### config.mk
export PLATFORM = sky130hd
export DESIGN_NAME = mealy_rom_counter_flat
export DESIGN_NICKNAME = d
export VERILOG_FILES = /design/src/rtl/mealy_rom_pkg.sv /design/src/rtl/mealy_rom_counter_if.sv /design/src/rtl/mealy_rom_table.sv /design/src/rtl/mealy_rom_counter.sv /design/src/flat_wrapper.sv
export SDC_FILE = /design/constraint.sdc
export NUM_CORES = 1
export LEC_CHECK = 0
export BUFFER_PORTS_ARGS = -buffer_cell sky130_fd_sc_hd__buf_2
export CAP_MARGIN = 10
export CELL_PAD_IN_SITES_DETAIL_PLACEMENT = 1
export CELL_PAD_IN_SITES_GLOBAL_PLACEMENT = 1
export CORE_AREA = 3 3 40 42
export DETAILED_ROUTE_END_ITERATION = 12
export DIE_AREA = 0 0 43 45
export PLACE_DENSITY = 0.58
export SETUP_SLACK_MARGIN = 0.1
export SLEW_MARGIN = 20
export SYNTH_ARGS = -nofsm -noshare
export SYNTH_HDL_FRONTEND = slang
export SYNTH_HIERARCHICAL = 1
export SYNTH_SLANG_ARGS = --single-unit
### constraint.sdc
create_clock -name clk -period 1.5 [get_ports clk]
set_input_delay 0.15 -clock clk [delete_from_list [all_inputs] [get_ports clk]]
set_output_delay 0.15 -clock clk [all_outputs]
set_load 0.01 [all_outputs]
### src/rtl/mealy_rom_pkg.sv
// Shared types and elaboration-time helpers for the ROM-based Mealy counter:
// ROM geometry, the ROM entry builder and the binary-to-Gray converter.
package mealy_rom_pkg;

  // Widest counter supported; the helpers work on this width and callers truncate.
  localparam int MAX_WIDTH = 8;

  typedef enum logic [1:0] {
    OP_HOLD,
    OP_COUNT,
    OP_LOAD,
    OP_RESET
  } op_e;

  function automatic int rom_depth(int width);
    return 1 << (width + 1);
  endfunction

  function automatic int rom_width(int width);
    return width + 1;
  endfunction

  // Returns {next[MAX_WIDTH-1:0], tc} for ROM address {state, x}.
  function automatic logic [MAX_WIDTH:0] rom_entry(int state, bit x, int max_count, bit saturate);
    int nxt;
    bit tc;
    nxt = 0;
    tc  = 1'b0;
    if (state <= max_count) begin
      if (x) begin
        tc  = (state == max_count);
        nxt = tc ? (saturate ? max_count : 0) : state + 1;
      end else begin
        tc  = (state == 0);
        nxt = tc ? (saturate ? 0 : max_count) : state - 1;
      end
    end
    return {nxt[MAX_WIDTH-1:0], tc};
  endfunction

  function automatic logic [MAX_WIDTH-1:0] bin2gray(logic [MAX_WIDTH-1:0] bin);
    return bin ^ (bin >> 1);
  endfunction

endpackage

### src/rtl/mealy_rom_counter_if.sv
// Control/status bundle of the ROM counter: the master drives the controls,
// the counter (slave) returns the count and the Mealy terminal-count flag.
interface mealy_rom_counter_if #(
  parameter int WIDTH = 3
) ();
  logic             en;
  logic             x;
  logic             load;
  logic [WIDTH-1:0] load_val;
  logic [WIDTH-1:0] count;
  logic             tc;

  modport master (output en, x, load, load_val, input count, tc);
  modport slave  (input en, x, load, load_val, output count, tc);
endinterface

### src/rtl/mealy_rom_table.sv
// Combinational ROM lookup: address {state, x} -> data {next, tc}, with the
// contents computed by a constant function at elaboration.
module mealy_rom_table
  import mealy_rom_pkg::*;
#(
  parameter int WIDTH     = 3,
  parameter int MAX_COUNT = 7,
  parameter int SATURATE  = 0
) (
  input  logic [WIDTH:0]   addr,
  output logic [WIDTH-1:0] next_state,
  output logic             tc
);

  localparam int DEPTH = rom_depth(WIDTH);
  localparam int DW    = rom_width(WIDTH);

  // NOTE: the table is constant wiring, not storage, so it has no reset.
  logic [DW-1:0] rom [DEPTH];

  for (genvar a = 0; a < DEPTH; a++) begin : g_rom
    localparam logic [MAX_WIDTH:0] ENTRY = rom_entry(a / 2, (a % 2) == 1, MAX_COUNT, SATURATE != 0);
    assign rom[a] = {ENTRY[WIDTH:1], ENTRY[0]};
  end

  assign {next_state, tc} = rom[addr];

endmodule

### src/rtl/mealy_rom_counter.sv
// Parametrised up/down modulo counter driven by a {state, x} ROM, with wrap or
// saturate, load and a Mealy tc. Define MEALY_ROM_COUNTER_GRAY_EN for Gray count output.
module mealy_rom_counter
  import mealy_rom_pkg::*;
#(
  parameter int WIDTH     = 3,
  parameter int MAX_COUNT = 7,
  parameter int SATURATE  = 0
) (
  input  logic               clk,
  input  logic               reset,
  mealy_rom_counter_if.slave bus
);

  localparam logic [WIDTH-1:0] MAX_VAL = WIDTH'(MAX_COUNT);

  logic [WIDTH-1:0] state_q;
  logic [WIDTH-1:0] state_d;
  logic [WIDTH-1:0] rom_next;
  logic             rom_tc;
  op_e              op;

  mealy_rom_table #(
    .WIDTH     (WIDTH),
    .MAX_COUNT (MAX_COUNT),
    .SATURATE  (SATURATE)
  ) u_table (
    .addr       ({state_q, bus.x}),
    .next_state (rom_next),
    .tc         (rom_tc)
  );

  // NOTE: every output of this block gets a default first, so no latch can form.
  always_comb begin
    op      = OP_HOLD;
    state_d = state_q;
    if (reset)         op = OP_RESET;
    else if (bus.load) op = OP_LOAD;
    else if (bus.en)   op = OP_COUNT;
    case (op)
      OP_RESET: state_d = '0;
      OP_LOAD:  state_d = (bus.load_val > MAX_VAL) ? MAX_VAL : bus.load_val;
      OP_COUNT: state_d = rom_next;
      default:  state_d = state_q;
    endcase
  end

  // NOTE: non-blocking assignment so every register samples pre-edge values.
  always_ff @(posedge clk) begin
    if (reset) state_q <= '0;
    else       state_q <= state_d;
  end

  // tc only predicts a bound crossing on an edge that actually counts.
  assign bus.tc = (op == OP_COUNT) & rom_tc;

`ifdef MEALY_ROM_COUNTER_GRAY_EN
  assign bus.count = WIDTH'(bin2gray(MAX_WIDTH'(state_q)));
`else
  assign bus.count = state_q;
`endif

endmodule

### src/flat_wrapper.sv
// flat-port wrapper written by rule: the top's interface ports become plain ports
module mealy_rom_counter_flat import mealy_rom_pkg::*;
#(
  parameter int WIDTH     = 3,
  parameter int MAX_COUNT = 7,
  parameter int SATURATE  = 0
)
  (clk, reset, bus_en, bus_x, bus_load, bus_load_val, bus_count, bus_tc);
  mealy_rom_counter_if #(.WIDTH(WIDTH)) bus_i ();
  input  logic clk;
  input  logic reset;
  input wire logic [$bits(bus_i.en)-1:0] bus_en;
  input wire logic [$bits(bus_i.x)-1:0] bus_x;
  input wire logic [$bits(bus_i.load)-1:0] bus_load;
  input wire logic [$bits(bus_i.load_val)-1:0] bus_load_val;
  output wire logic [$bits(bus_i.count)-1:0] bus_count;
  output wire logic [$bits(bus_i.tc)-1:0] bus_tc;
  assign bus_i.en = bus_en;
  assign bus_i.x = bus_x;
  assign bus_i.load = bus_load;
  assign bus_i.load_val = bus_load_val;
  assign bus_count = bus_i.count;
  assign bus_tc = bus_i.tc;
  mealy_rom_counter #(.WIDTH(WIDTH), .MAX_COUNT(MAX_COUNT), .SATURATE(SATURATE)) u_core (.clk(clk), .reset(reset), .bus(bus_i));
endmodule
==> impl_metrics.yaml <==
worst_setup_path:
  crit_type: "reg -> reg"
  required_ps: 1620
  worstSetupEndpointType: "register"
  crit_path_max_fanout: 4
  setup.worst_path.start_class: "register"
  worstPathArrival_ps: 1470
global_routing:
  grt_antenna_before_repair: 0
  grt_first_pass_wirelength_um: 1320
  grt_pass1_vias: 295
  grt-ovfl-total: 0
  maximum_number_of_pins_on_one_net_before_global_route_repair: 6
  grt_usage: 0.103
sta:
  hold_ws_ps: 204
  max_freq_mhz: 739
  report.final.setup_viol: 0
  report.final.slew_viol_count: 0
  timing.slew.headroom: 0.862
  finalCriticalPeriod_ps: 1350
  final_worst_path_period_share: 0.903
  unrepaired_setup_endpoints_after_global_routing: "yes"
  worst_clock_skew_ps: 0.521
  hold_viol: 0
  postLayoutSetupSlackWorst_ps: 146
  max_slew.worst_pin.slew_ps: 207
  finalSetupTns_ps: 0
clock_network:
  cts_made_buffers: 3
  clock-root-buffer: "sky130_fd_sc_hd__clkbuf_4"
  clk_pin_slew_ps: 30
  clock_sink_count: 3
  clk_latency_ps: 230
  tritoncts: "yes"
  h-tree-depth: 1
  clockBufferDepth: 2
  post-cts-setup-buffer-count: 0
place:
  place.detailed.hpwl_um: 634
  dpl_worst_slack_ps: 1.64
  numPortBuffers: 11
  final_replace_weighted_congestion: 0.650
  post-place-cells: 65
  placedInstanceArea_um2: 410
floorplan:
  floorplan.die.height_um: 45
  core_um2: 1280
  placement_rows: 13
  dieWidth_um: 43
  total_i_o_pin_count: 12
  initial_core_util: 0.241
  die_area_um2: 1940
yosys:
  mappedNetlistNets: 51
  post_synth_inst_count: 36
  post_synth_instance_area_um2: 310
  synth.distinct_cells: 16
  synth_enable_flop_cells: 0
  seq_area_frac_synth: 0.194
  cell_accounting_for_the_most_synthesized_area: "sky130_fd_sc_hd__ha_1"
  yosys_warnings: 6
  synth_ff_type: "sky130_fd_sc_hd__dfxtp_1"
  post_synth_most_frequent_cells: "7 x sky130_fd_sc_hd__ha_1, 7 x sky130_fd_sc_hd__inv_1"
  synth_async_sr_flop_share: 0
  synth.top_cell.area_share: 0.282
  synth_area_per_cell_um2: 8.62
  ys_seq_elements: 3
  synth.area.top_cells: "sky130_fd_sc_hd__ha_1 28%, sky130_fd_sc_hd__dfxtp_1 19%, sky130_fd_sc_hd__inv_1 8.5%"
power:
  cellPowerDensity_nw_per_um2: 663
  power.leakage_nw: 0.223
  peakVddDrop_uv: 361
status:
  outcome: "finished clean"
drt:
  detail_route.first_pass.iterations: 3
  totalWireLength_um: 800
  detailedRoute.firstIterationViolations: 1
  post_route_antenna_net_violation_count: 0
  drt_drc_violations_left: 0
  wl_per_cell_um: 11.6
  via_per_inst: 4.48
  vias: 309
layout:
  largest_register_ff_count: 3
  antenna_cells: 0
  nFillCells: 157
  post-route-cell-area_um2: 460
  post_layout_net_count: 70
  final_cell_count_no_fill: 69
  drive_gt1_frac: 0.481
  areaGrowthSynthToFinish_pct: 48.4
job:
  cap_viol_max_count: 0
hold_path:
  hold_path.class: "in -> reg"
-- logic make-up after synthesis --
| family | share of synthesized area |
|---|---|
| compound gates | 0.189 |
| xor+xnor | 0.0282 |
| fa+ha+maj | 0.282 |
| buf+inv | 0.0847 |
| flops | 0.194 |
| mux | 0.0726 |
| simple gates | 0.149 |
-- metal layers --
layer	share of wire	track usage	vias up
met5	0	0	-
met4	0.010	0.0723	0
met3	0.098	0.0717	2
met2	0.46	0.135	11
met1	0.43	0.116	133
li1	-	-	163
-- cell type report --
class	instances	area (um^2)	area share
Timing Repair Buffer	14	77.6	0.168
Inverter	7	28.8	0.0625
Clock buffer	4	26.3	0.0571
Multi-Input combinational cell	26	244	0.530
Tap cell	15	18.8	0.0408
Sequential cell	3	65.1	0.141
-- where the power goes --
part           switching, mW  total [mW]  internal [mW]
clock                 0.0418       0.141         0.0997
sequential           0.00376      0.0865         0.0827
combinational         0.0360      0.0772         0.0411
-- stage by stage --
| step | util | total power [mW] |
|---|---|---|
| floorplan | - | 0.129 |
| global route | 0.358 | 0.337 |
| finish | 0.358 | 0.305 |
| global placement | 0.319 | 0.159 |
| detailed placement | 0.319 | 0.159 |
| CTS | 0.346 | 0.316 |
-- layout by cell type, fill, tap and decap left out --
cell	count
sky130_fd_sc_hd__mux4_2	1
sky130_fd_sc_hd__dfxtp_1	1
sky130_fd_sc_hd__a22oi_1	2
sky130_fd_sc_hd__nand2_1	3
sky130_fd_sc_hd__nand3_1	1
sky130_fd_sc_hd__dfxtp_4	1
sky130_fd_sc_hd__inv_4	1
sky130_fd_sc_hd__buf_2	11
sky130_fd_sc_hd__clkbuf_1	1
sky130_fd_sc_hd__inv_1	6
sky130_fd_sc_hd__or2_2	1
sky130_fd_sc_hd__ha_2	1
sky130_fd_sc_hd__ha_4	1
sky130_fd_sc_hd__dfxtp_2	1
sky130_fd_sc_hd__a21o_1	1
sky130_fd_sc_hd__and2_1	1
sky130_fd_sc_hd__nand2b_1	1
sky130_fd_sc_hd__ha_1	5
sky130_fd_sc_hd__or3_4	1
sky130_fd_sc_hd__a21oi_1	1
sky130_fd_sc_hd__o21ai_1	1
sky130_fd_sc_hd__buf_4	3
sky130_fd_sc_hd__o22ai_1	3
sky130_fd_sc_hd__clkbuf_4	3
sky130_fd_sc_hd__a22oi_2	1
sky130_fd_sc_hd__xnor2_1	1
-- path summary, 6_finish.rpt --
check | startpoint | endpoint | slack (ps) | depth (start not counted)
max | u_core/bus.count[0]$_SDFFE_PP0P_ | u_core/bus.count[2]$_SDFFE_PP0P_ | 150 | 6
min | bus_load_val[2] | u_core/bus.count[2]$_SDFFE_PP0P_ | 200 | 3
max reg2reg | u_core/bus.count[0]$_SDFFE_PP0P_ | u_core/bus.count[2]$_SDFFE_PP0P_ | 150 | 6
min reg2reg | u_core/bus.count[2]$_SDFFE_PP0P_ | u_core/bus.count[2]$_SDFFE_PP0P_ | 550 | 2
-- timing repair --
action                                 CTS  global route
hold buffers                             0             0
setup endpoints to repair                2             2
endpoints found under the hold margin    0             0
gates resized for setup                  4             4
cloned                                   0             0
pin swaps                                0             2
-- worst max-delay path: stages, from the launching register on --
cell	delay, ps
sky130_fd_sc_hd__dfxtp_4	350
sky130_fd_sc_hd__inv_4	70
sky130_fd_sc_hd__ha_1	130
sky130_fd_sc_hd__inv_1	30
sky130_fd_sc_hd__mux4_2	450
sky130_fd_sc_hd__a22oi_2	130
sky130_fd_sc_hd__o22ai_1	80
(Power assumes the default switching activity.)
